`src/rtl/uart_rx_pkg.sv`:
```
// Shared constants and the baud divisor helper for the UART receive controller.
package uart_rx_pkg;

  localparam int OVS       = 16;
  localparam int DATA_W    = 8;
  localparam int ERR_CNT_W = 8;

  // Rounded clk cycles per oversampling tick.
  function automatic int baud_div(input int clk_freq, input int baud);
    return (clk_freq + (OVS / 2) * baud) / (OVS * baud);
  endfunction

endpackage

```
`src/rtl/uart_rx_fifo.sv`:
```
// Circular byte FIFO; pointers carry an extra wrap bit to tell full from empty.
module uart_rx_fifo #(
  parameter int DEPTH = 4,
  parameter int W     = 8
) (
  input  logic         clk,
  input  logic         rst_n,
  input  logic         i_push,
  input  logic         i_pop,
  input  logic [W-1:0] i_data,
  output logic [W-1:0] o_data,
  output logic         o_full,
  output logic         o_empty
);

  localparam int AW = $clog2(DEPTH);

  logic [W-1:0] r_mem [DEPTH];
  logic [AW:0]  r_wr_ptr;
  logic [AW:0]  r_rd_ptr;

  // Storage and pointers; caller only pushes when not full or popping.
  always_ff @(posedge clk or negedge rst_n) begin
    if (!rst_n) begin
      for (int i = 0; i < DEPTH; i++) begin
        r_mem[i] <= '0;
      end
      r_wr_ptr <= '0;
      r_rd_ptr <= '0;
    end else begin
      if (i_push) begin
        r_mem[r_wr_ptr[AW-1:0]] <= i_data;
        r_wr_ptr                <= r_wr_ptr + (AW+1)'(1);
      end
      if (i_pop) begin
        r_rd_ptr <= r_rd_ptr + (AW+1)'(1);
      end
    end
  end

  assign o_empty = (r_wr_ptr == r_rd_ptr);
  assign o_full  = (r_wr_ptr[AW] != r_rd_ptr[AW]) &&
                   (r_wr_ptr[AW-1:0] == r_rd_ptr[AW-1:0]);
  assign o_data  = r_mem[r_rd_ptr[AW-1:0]];

endmodule

```
`src/rtl/uart_rx_ctrl.sv`:
```
// UART receive controller: 16x sampling tick, byte assembly, valid/ready byte buffer and status.
// Define UART_RX_FIFO_EN for a FIFO_DEPTH-entry FIFO; otherwise a single holding register is used.
module uart_rx_ctrl
  import uart_rx_pkg::*;
#(
  parameter int CLK_FREQ   = 50_000_000,
  parameter int BAUD       = 115200,
  parameter int FIFO_DEPTH = 4
) (
  input  logic                 clk,
  input  logic                 rst_n,
  input  logic                 i_enable,
  output logic                 sampling,
  input  logic                 catch_bit,
  input  logic [3:0]           catch_bit_cnt,
  input  logic                 shift_rst,
  input  logic                 i_rx_complete,
  input  logic                 i_rx_error,
  output logic [DATA_W-1:0]    o_data,
  output logic                 o_valid,
  input  logic                 i_ready,
  output logic                 o_overflow,
  output logic [ERR_CNT_W-1:0] o_frame_err_cnt,
  input  logic                 i_clr_status
);

  localparam int DIV   = baud_div(CLK_FREQ, BAUD);
  localparam int CNT_W = (DIV > 1) ? $clog2(DIV) : 1;
  localparam logic [CNT_W-1:0] CNT_LAST = CNT_W'(DIV - 1);

  if (FIFO_DEPTH < 2 || (FIFO_DEPTH & (FIFO_DEPTH - 1)) != 0) begin : g_depth_check
    $error("uart_rx_ctrl: FIFO_DEPTH must be a power of two >= 2");
  end

  logic [CNT_W-1:0]     r_tick_cnt;
  logic [CNT_W-1:0]     w_tick_nxt;
  logic                 r_sampling;
  logic [DATA_W-1:0]    r_asm;
  logic                 r_overflow;
  logic [ERR_CNT_W-1:0] r_err_cnt;
  logic                 w_full;
  logic                 w_pop;
  logic                 w_push_ok;
  logic                 w_drop;

  always_comb begin
    w_tick_nxt = '0;
    if (!i_enable) begin
      w_tick_nxt = '0;
    end else if (r_tick_cnt == CNT_LAST) begin
      w_tick_nxt = '0;
    end else begin
      w_tick_nxt = r_tick_cnt + CNT_W'(1);
    end
  end

  // sampling is registered off the next count so it is high while the counter sits at DIV-1.
  always_ff @(posedge clk or negedge rst_n) begin
    if (!rst_n) begin
      r_tick_cnt <= '0;
      r_sampling <= 1'b0;
    end else begin
      r_tick_cnt <= w_tick_nxt;
      r_sampling <= i_enable & (w_tick_nxt == CNT_LAST);
    end
  end

  // Bit indices outside 0..7 are ignored.
  always_ff @(posedge clk or negedge rst_n) begin
    if (!rst_n) begin
      r_asm <= '0;
    end else if (shift_rst) begin
      r_asm <= '0;
    end else if (!catch_bit_cnt[3]) begin
      r_asm[catch_bit_cnt[2:0]] <= catch_bit;
    end
  end

  assign w_pop     = o_valid & i_ready;
  assign w_push_ok = i_rx_complete & (~w_full | w_pop);
  assign w_drop    = i_rx_complete & ~w_push_ok;

`ifdef UART_RX_FIFO_EN
  logic w_empty;

  uart_rx_fifo #(
    .DEPTH (FIFO_DEPTH),
    .W     (DATA_W)
  ) u_fifo (
    .clk     (clk),
    .rst_n   (rst_n),
    .i_push  (w_push_ok),
    .i_pop   (w_pop),
    .i_data  (r_asm),
    .o_data  (o_data),
    .o_full  (w_full),
    .o_empty (w_empty)
  );

  assign o_valid = ~w_empty;
`else
  logic [DATA_W-1:0] r_hold_data;
  logic              r_hold_valid;

  always_ff @(posedge clk or negedge rst_n) begin
    if (!rst_n) begin
      r_hold_data  <= '0;
      r_hold_valid <= 1'b0;
    end else if (w_push_ok) begin
      r_hold_data  <= r_asm;
      r_hold_valid <= 1'b1;
    end else if (w_pop) begin
      r_hold_valid <= 1'b0;
    end
  end

  assign w_full  = r_hold_valid;
  assign o_valid = r_hold_valid;
  assign o_data  = r_hold_data;
`endif

  // A new overflow or error in the clearing cycle wins over the clear.
  always_ff @(posedge clk or negedge rst_n) begin
    if (!rst_n) begin
      r_overflow <= 1'b0;
      r_err_cnt  <= '0;
    end else begin
      if (w_drop) begin
        r_overflow <= 1'b1;
      end else if (i_clr_status) begin
        r_overflow <= 1'b0;
      end
      if (i_clr_status) begin
        r_err_cnt <= {{(ERR_CNT_W-1){1'b0}}, i_rx_error};
      end else if (i_rx_error && (r_err_cnt != {ERR_CNT_W{1'b1}})) begin
        r_err_cnt <= r_err_cnt + {{(ERR_CNT_W-1){1'b0}}, 1'b1};
      end
    end
  end

  assign sampling        = r_sampling;
  assign o_overflow      = r_overflow;
  assign o_frame_err_cnt = r_err_cnt;

endmodule

```
`config.mk`:
```
export PLATFORM = sky130hd
export DESIGN_NAME = uart_rx_ctrl
export DESIGN_NICKNAME = d
export VERILOG_FILES = /design/src/rtl/uart_rx_pkg.sv /design/src/rtl/uart_rx_fifo.sv /design/src/rtl/uart_rx_ctrl.sv
export SDC_FILE = /design/constraint.sdc
export NUM_CORES = 1
export LEC_CHECK = 0
export ABC_AREA = 1
export CAP_MARGIN = 20
export CORE_MARGIN = 2
export CORE_UTILIZATION = 35
export DETAILED_ROUTE_END_ITERATION = 7
export SYNTH_ARGS = -nofsm -noshare
export SYNTH_HDL_FRONTEND = slang
export SYNTH_SLANG_ARGS = --single-unit
```
`constraint.sdc`:
```
create_clock -name clk -period 1.3 [get_ports clk]
set_input_delay 0.13 -clock clk [delete_from_list [all_inputs] [get_ports clk]]
set_output_delay 0.13 -clock clk [all_outputs]
set_load 0.005 [all_outputs]
```
# --- Word-level counts from Yosys, hierarchy flattened ---
# Index checks and enable logic that the tools add are counted.
totals:
  ff_bits: 32
  out_inout_bits: 19
  elab_cells: 40
classes:
  add_sub_neg: 2
  n_lt_le_gt_ge: 2
  n_eq_ne: 4
  muxes: 13
  n_bitwise: 7
  reduce_logical: 5
ops:
  columns: ["operator", "n"]
  rows:
  - ["$mux 8", 4]
  - ["$eq 5x5->1 const B", 2]
  - ["$mux 5", 2]
  - ["$add 8x1->8 const B", 1]
  - ["$bwmux 8", 1]
  - ["$ne 8x8->1 const B", 1]
  - ["$reduce_bool 2->1", 3]
  - ["$add 5x1->5 const B", 1]
  - ["$mux 1", 5]
  - ["$and 1x1->1", 4]
  - ["$lt 3x4->1 const B", 1]
  - ["$demux 1 s3", 1]
  - ["$ge 3x1->1 const B", 1]
  - ["$logic_and 1x1->1", 2]
  - ["$ne 2x1->1 const B", 1]
  - ["$not 1->1", 2]
  - ["$or 1x1->1", 1]

# --- Longest topological paths before layout ---
logic_depth:
  word_depth: 7
  ltp_mapped: 9
  ltp_nobuf: 9

# --- Worst setup path after synthesis ---
# No wires, ideal clock.
synth_path:
  path_kind: "register to register"
  startpoint: "register r_err_cnt[0], in the netlist o_frame_err_cnt[0]"
  endpoint: "register r_err_cnt[6], in the netlist o_frame_err_cnt[6]"
  arrival_time_ns: 1.131
  required_time_ns: 1.182
  setup_slack_ns: 0.051
  path_stages_with_launch: 10
  path_buffers: 0
  period_less_slack_ns: 1.249
  cell_sequence: "dfrtp_1 > ha_1 > nand2_2 > nor2_4 > nand2_4 > nand2_4 > nand2_4 > clkinv_4 > nand2_1 > nand2_1"
synth_via:
  elab_chain_cells: 3
  elab_cells_between_ends: 6
  cone_classes: "add/sub (1); eq/ne (1); mux (2); reduce/logical (2)"
synth_rtl:
  columns: ["item", "line_no", "rtl"]
  rows:
  - ["start, declared", "uart_rx_ctrl.sv:40", "logic [ERR_CNT_W-1:0] r_err_cnt;"]
  - ["start signal, assigned", "uart_rx_ctrl.sv:134", "r_err_cnt <= {{(ERR_CNT_W-1){1'b0}}, i_rx_error};"]
  - ["start signal, assigned", "uart_rx_ctrl.sv:136", "r_err_cnt <= r_err_cnt + {{(ERR_CNT_W-1){1'b0}}, 1'b1};"]
  - ["$add 8x1->8 / $ne 8x8->1 (equally long branches)", "uart_rx_ctrl.sv:136, uart_rx_ctrl.sv:135", null]
  - ["$mux 8 / $logic_and 1x1->1 (equally long branches)", "uart_rx_ctrl.sv:135", "end else if (i_rx_error && (r_err_cnt != {ERR_CNT_W{1'b1}})) begin"]
  - ["$mux 8 / $reduce_bool 2->1 (equally long branches)", null, null]
# Parallel ways exist; a longest one is shown, timed or not. The select of a mux whose other input is x is not followed.
# A chain may end at the register's enable or synchronous reset.

# --- Worst setup path in the final report ---
layout_path:
  startpoint: "register r_hold_data[4], in the netlist o_data[4]"
  endpoint: "output port o_data[4]"
layout_lines:
  columns: ["item", "line_no", "rtl"]
  rows:
  - ["start, declared", "uart_rx_ctrl.sv:102", "logic [DATA_W-1:0] r_hold_data;"]
  - ["start signal, assigned", "uart_rx_ctrl.sv:110", "r_hold_data <= r_asm;"]
  - ["end, declared", "uart_rx_ctrl.sv:19", "output logic [DATA_W-1:0] o_data,"]
# No word-level cell between the ends.

==> flow_summary.json <==
{
  "worst_setup_path_start_kind": "register",
  "syn_avg_cell_area_um2": 7.87,
  "drt_iter0_drc": 66,
  "yosys_warnings": 0,
  "crit_required_ps": 1170,
  "setup_viol": 0,
  "synth-edff-count": 0,
  "path_class": "register to output pin",
  "regArea_um2": 803,
  "grt_pass1_wl_um": 5530,
  "syn_nets": 217,
  "tightest_slew_ps": 436,
  "arrival_ps": 1130,
  "synthArstFlopShare": 1.00,
  "synth_top_area_share": 0.506,
  "ctsHtreeMaxLevel": 2,
  "crit_buf_inv": 1,
  "maxCapViolCount": 0,
  "yosysMostFrequentCell": "nand2_1",
  "grt_max_degree": 33,
  "via_per_inst": 4.54,
  "post-route-min-period_ps": 1260,
  "groute.usage.overall": 0.137,
  "ant_nets": 0,
  "post_drt_wl_per_cell_um": 10.3,
  "finalMaxSlewViolations": 0,
  "ys_top_cells_by_count": "nand2_1 (51), inv_1 (37), dfrtp_1 (32), nor2_1 (21), o21ai_1 (14)",
  "synthTopCellsByArea": "dfrtp_1 (51%), nand2_1 (12%), inv_1 (8.8%)",
  "synth.cell_area_um2": 1580,
  "syn_to_final_growth_pct": 39.0,
  "initial_utilization": 0.364,
  "maxSlewHeadroom": 0.709,
  "portBuffers": 31,
  "final_nets": 268,
  "p_total_mw": 2.19,
  "path_clk_slew_ps": 70,
  "fp.coreArea_um2": 4350,
  "layout-drive-gt1-share": 0.146,
  "antenna_found_initial": 0,
  "ys_ff_latch": 32,
  "status": "complete, no violations",
  "ir_worst_vdd_mv": 0.533,
  "io_pins": 32,
  "dp_hpwl_um": 2390,
  "vias": 1385,
  "crit_path_cell_trace": "clkdlybuf4s50_1",
  "die-area_um2": 5080,
  "die_h_um": 71.2,
  "cts_sinks": 32,
  "post-route-period-util": 0.966,
  "clock_latency_ps": 280,
  "nFillCells": 442,
  "root_buffer": "clkbuf_8",
  "crit_fanout": 2,
  "pre_cts_ws_ps": 13.8,
  "finalHoldViolations": 0,
  "clockBufferDepth": 2,
  "grt.overflow.total": 0,
  "p_per_area_nw_per_um2": 996,
  "rows": 24,
  "yosysSeqAreaShare": 0.506,
  "drc_errors": 0,
  "synth_area_leader_cell": "dfrtp_1",
  "place_congestion": 0.784,
  "multiInputGateArea_um2": 636,
  "min_path_type": "input pin to asynchronous set/reset pin",
  "slowest_stage": "clkdlybuf4s50_1",
  "setup-tns-final_ps": 0,
  "max_stage_delay_ps": 500,
  "critPathTopFamily": "buffers and inverters",
  "synth_cells": 201,
  "die_w_um": 71.2,
  "yosysUniqueCellTypes": 19,
  "setup_ws_ps": 43.6,
  "cts_hold_buffers": 0,
  "diodes": 0,
  "grt_pass1_vias": 1304,
  "cts_tree": "built",
  "cts_buffers": 5,
  "fin_hold_ws_ps": 214,
  "first_pass_iters": 5,
  "max_freq_mhz": 796,
  "wl_um": 3130,
  "skew_ps": 7.56,
  "rsz0062_at_grt": "true",
  "ys.flop_type": "dfrtp_1",
  "leakagePower_nw": 1.24,
  "worstSetupEndpointType": "output pin"
}
[worst reg2reg max path: stages (launching register included)]
cell,delay [ps]
dfrtp_2,390
buf_4,150
nand2_2,120
nor2_4,70
nand2_4,70
nand2_4,50
nand2_4,90
clkinv_4,70
nand2_1,60
nand2_1,50
[cells by family after synthesis]
group / after synthesis / share of synthesized area
fa+ha+maj: 3 / 0.0237
flops: 32 / 0.506
buf+inv: 41 / 0.104
compound gates: 28 / 0.0885
simple gates: 95 / 0.266
xor+xnor: 2 / 0.0111
[metrics by stage]
step	util	cells	area, µm²
after floorplan	-	201	1580
after global placement	0.465	291	2030
after detailed placement	0.465	291	2030
after CTS	0.495	304	2150
after global routing	0.505	305	2200
final	0.505	305	2200
[metal layers]
layer  global-route usage  part of all wire  wire (µm)  vias up
met2                0.215              0.44       1380       31
met3               0.0478             0.066        205        7
met1                0.175              0.48       1500      622
met4               0.0503             0.014         45        0
met5                    0                 0          0        -
li1                     -                 -          -      725
[registers in the layout, indices dropped and copies added, names as in the netlist]
signal,count
o_data,8
o_frame_err_cnt,8
r_asm,8
r_tick_cnt,5
o_overflow,1
o_valid,1
sampling,1
[power breakdown]
| part | internal (mW) | switching, mW | total, mW |
|---|---|---|---|
| clock network | 0.430 | 0.352 | 0.782 |
| logic | 0.162 | 0.155 | 0.317 |
| registers | 1.05 | 0.0364 | 1.09 |
| total | 1.65 | 0.544 | 2.19 |
[placed cells by master, fill, tap and decap left out, types with 2 or more instances in the layout]
| master | instances |
|---|---|
| dlygate4sd2_1 | 5 |
| dfrtp_2 | 2 |
| nor2_1 | 21 |
| nor3_1 | 2 |
| clkdlybuf4s50_1 | 18 |
| dlymetal6s2s_1 | 8 |
| o21ai_1 | 13 |
| dfrtp_1 | 30 |
| buf_4 | 13 |
| ha_1 | 2 |
| clkinv_4 | 2 |
| nand2_2 | 3 |
| nand4_1 | 5 |
| xor2_1 | 2 |
| nand2_4 | 3 |
| o21ai_0 | 13 |
| clkbuf_8 | 6 |
| nand2_1 | 50 |
| nor2_4 | 3 |
| inv_1 | 37 |
| nand3_1 | 8 |
[layout make-up]
class	count	share of cell area
clock buffers	7	0.0392
multi-input cells	128	0.289
clock inverters	1	0.00341
inverters	40	0.0728
flip-flops and latches	32	0.365
well taps	52	0.0296
repair buffers	45	0.201
[worst paths after layout]
kind / from / end / slack (ps) / cells past startpoint
setup / recovery: o_data[4] / o_data[4] / 40 / 1
hold / removal: rst_n / o_frame_err_cnt[6] / 210 / 2
setup reg to reg: o_frame_err_cnt[3] / o_frame_err_cnt[6] / 60 / 9
hold reg to reg: o_data[7] / o_data[7] / 490 / 2
max in group asynchronous: rst_n / o_frame_err_cnt[2] / 910 / 2
min in group clk: i_rx_complete / o_valid / 410 / 3
[what timing repair did]
item | in CTS | in global routing
pin swaps | 0 | 1
endpoints found under the setup margin | 9 | 20
setup buffers | 5 | 1
resized for setup | 7 | 13
No activity file was read; power rests on OpenSTA's default activity.
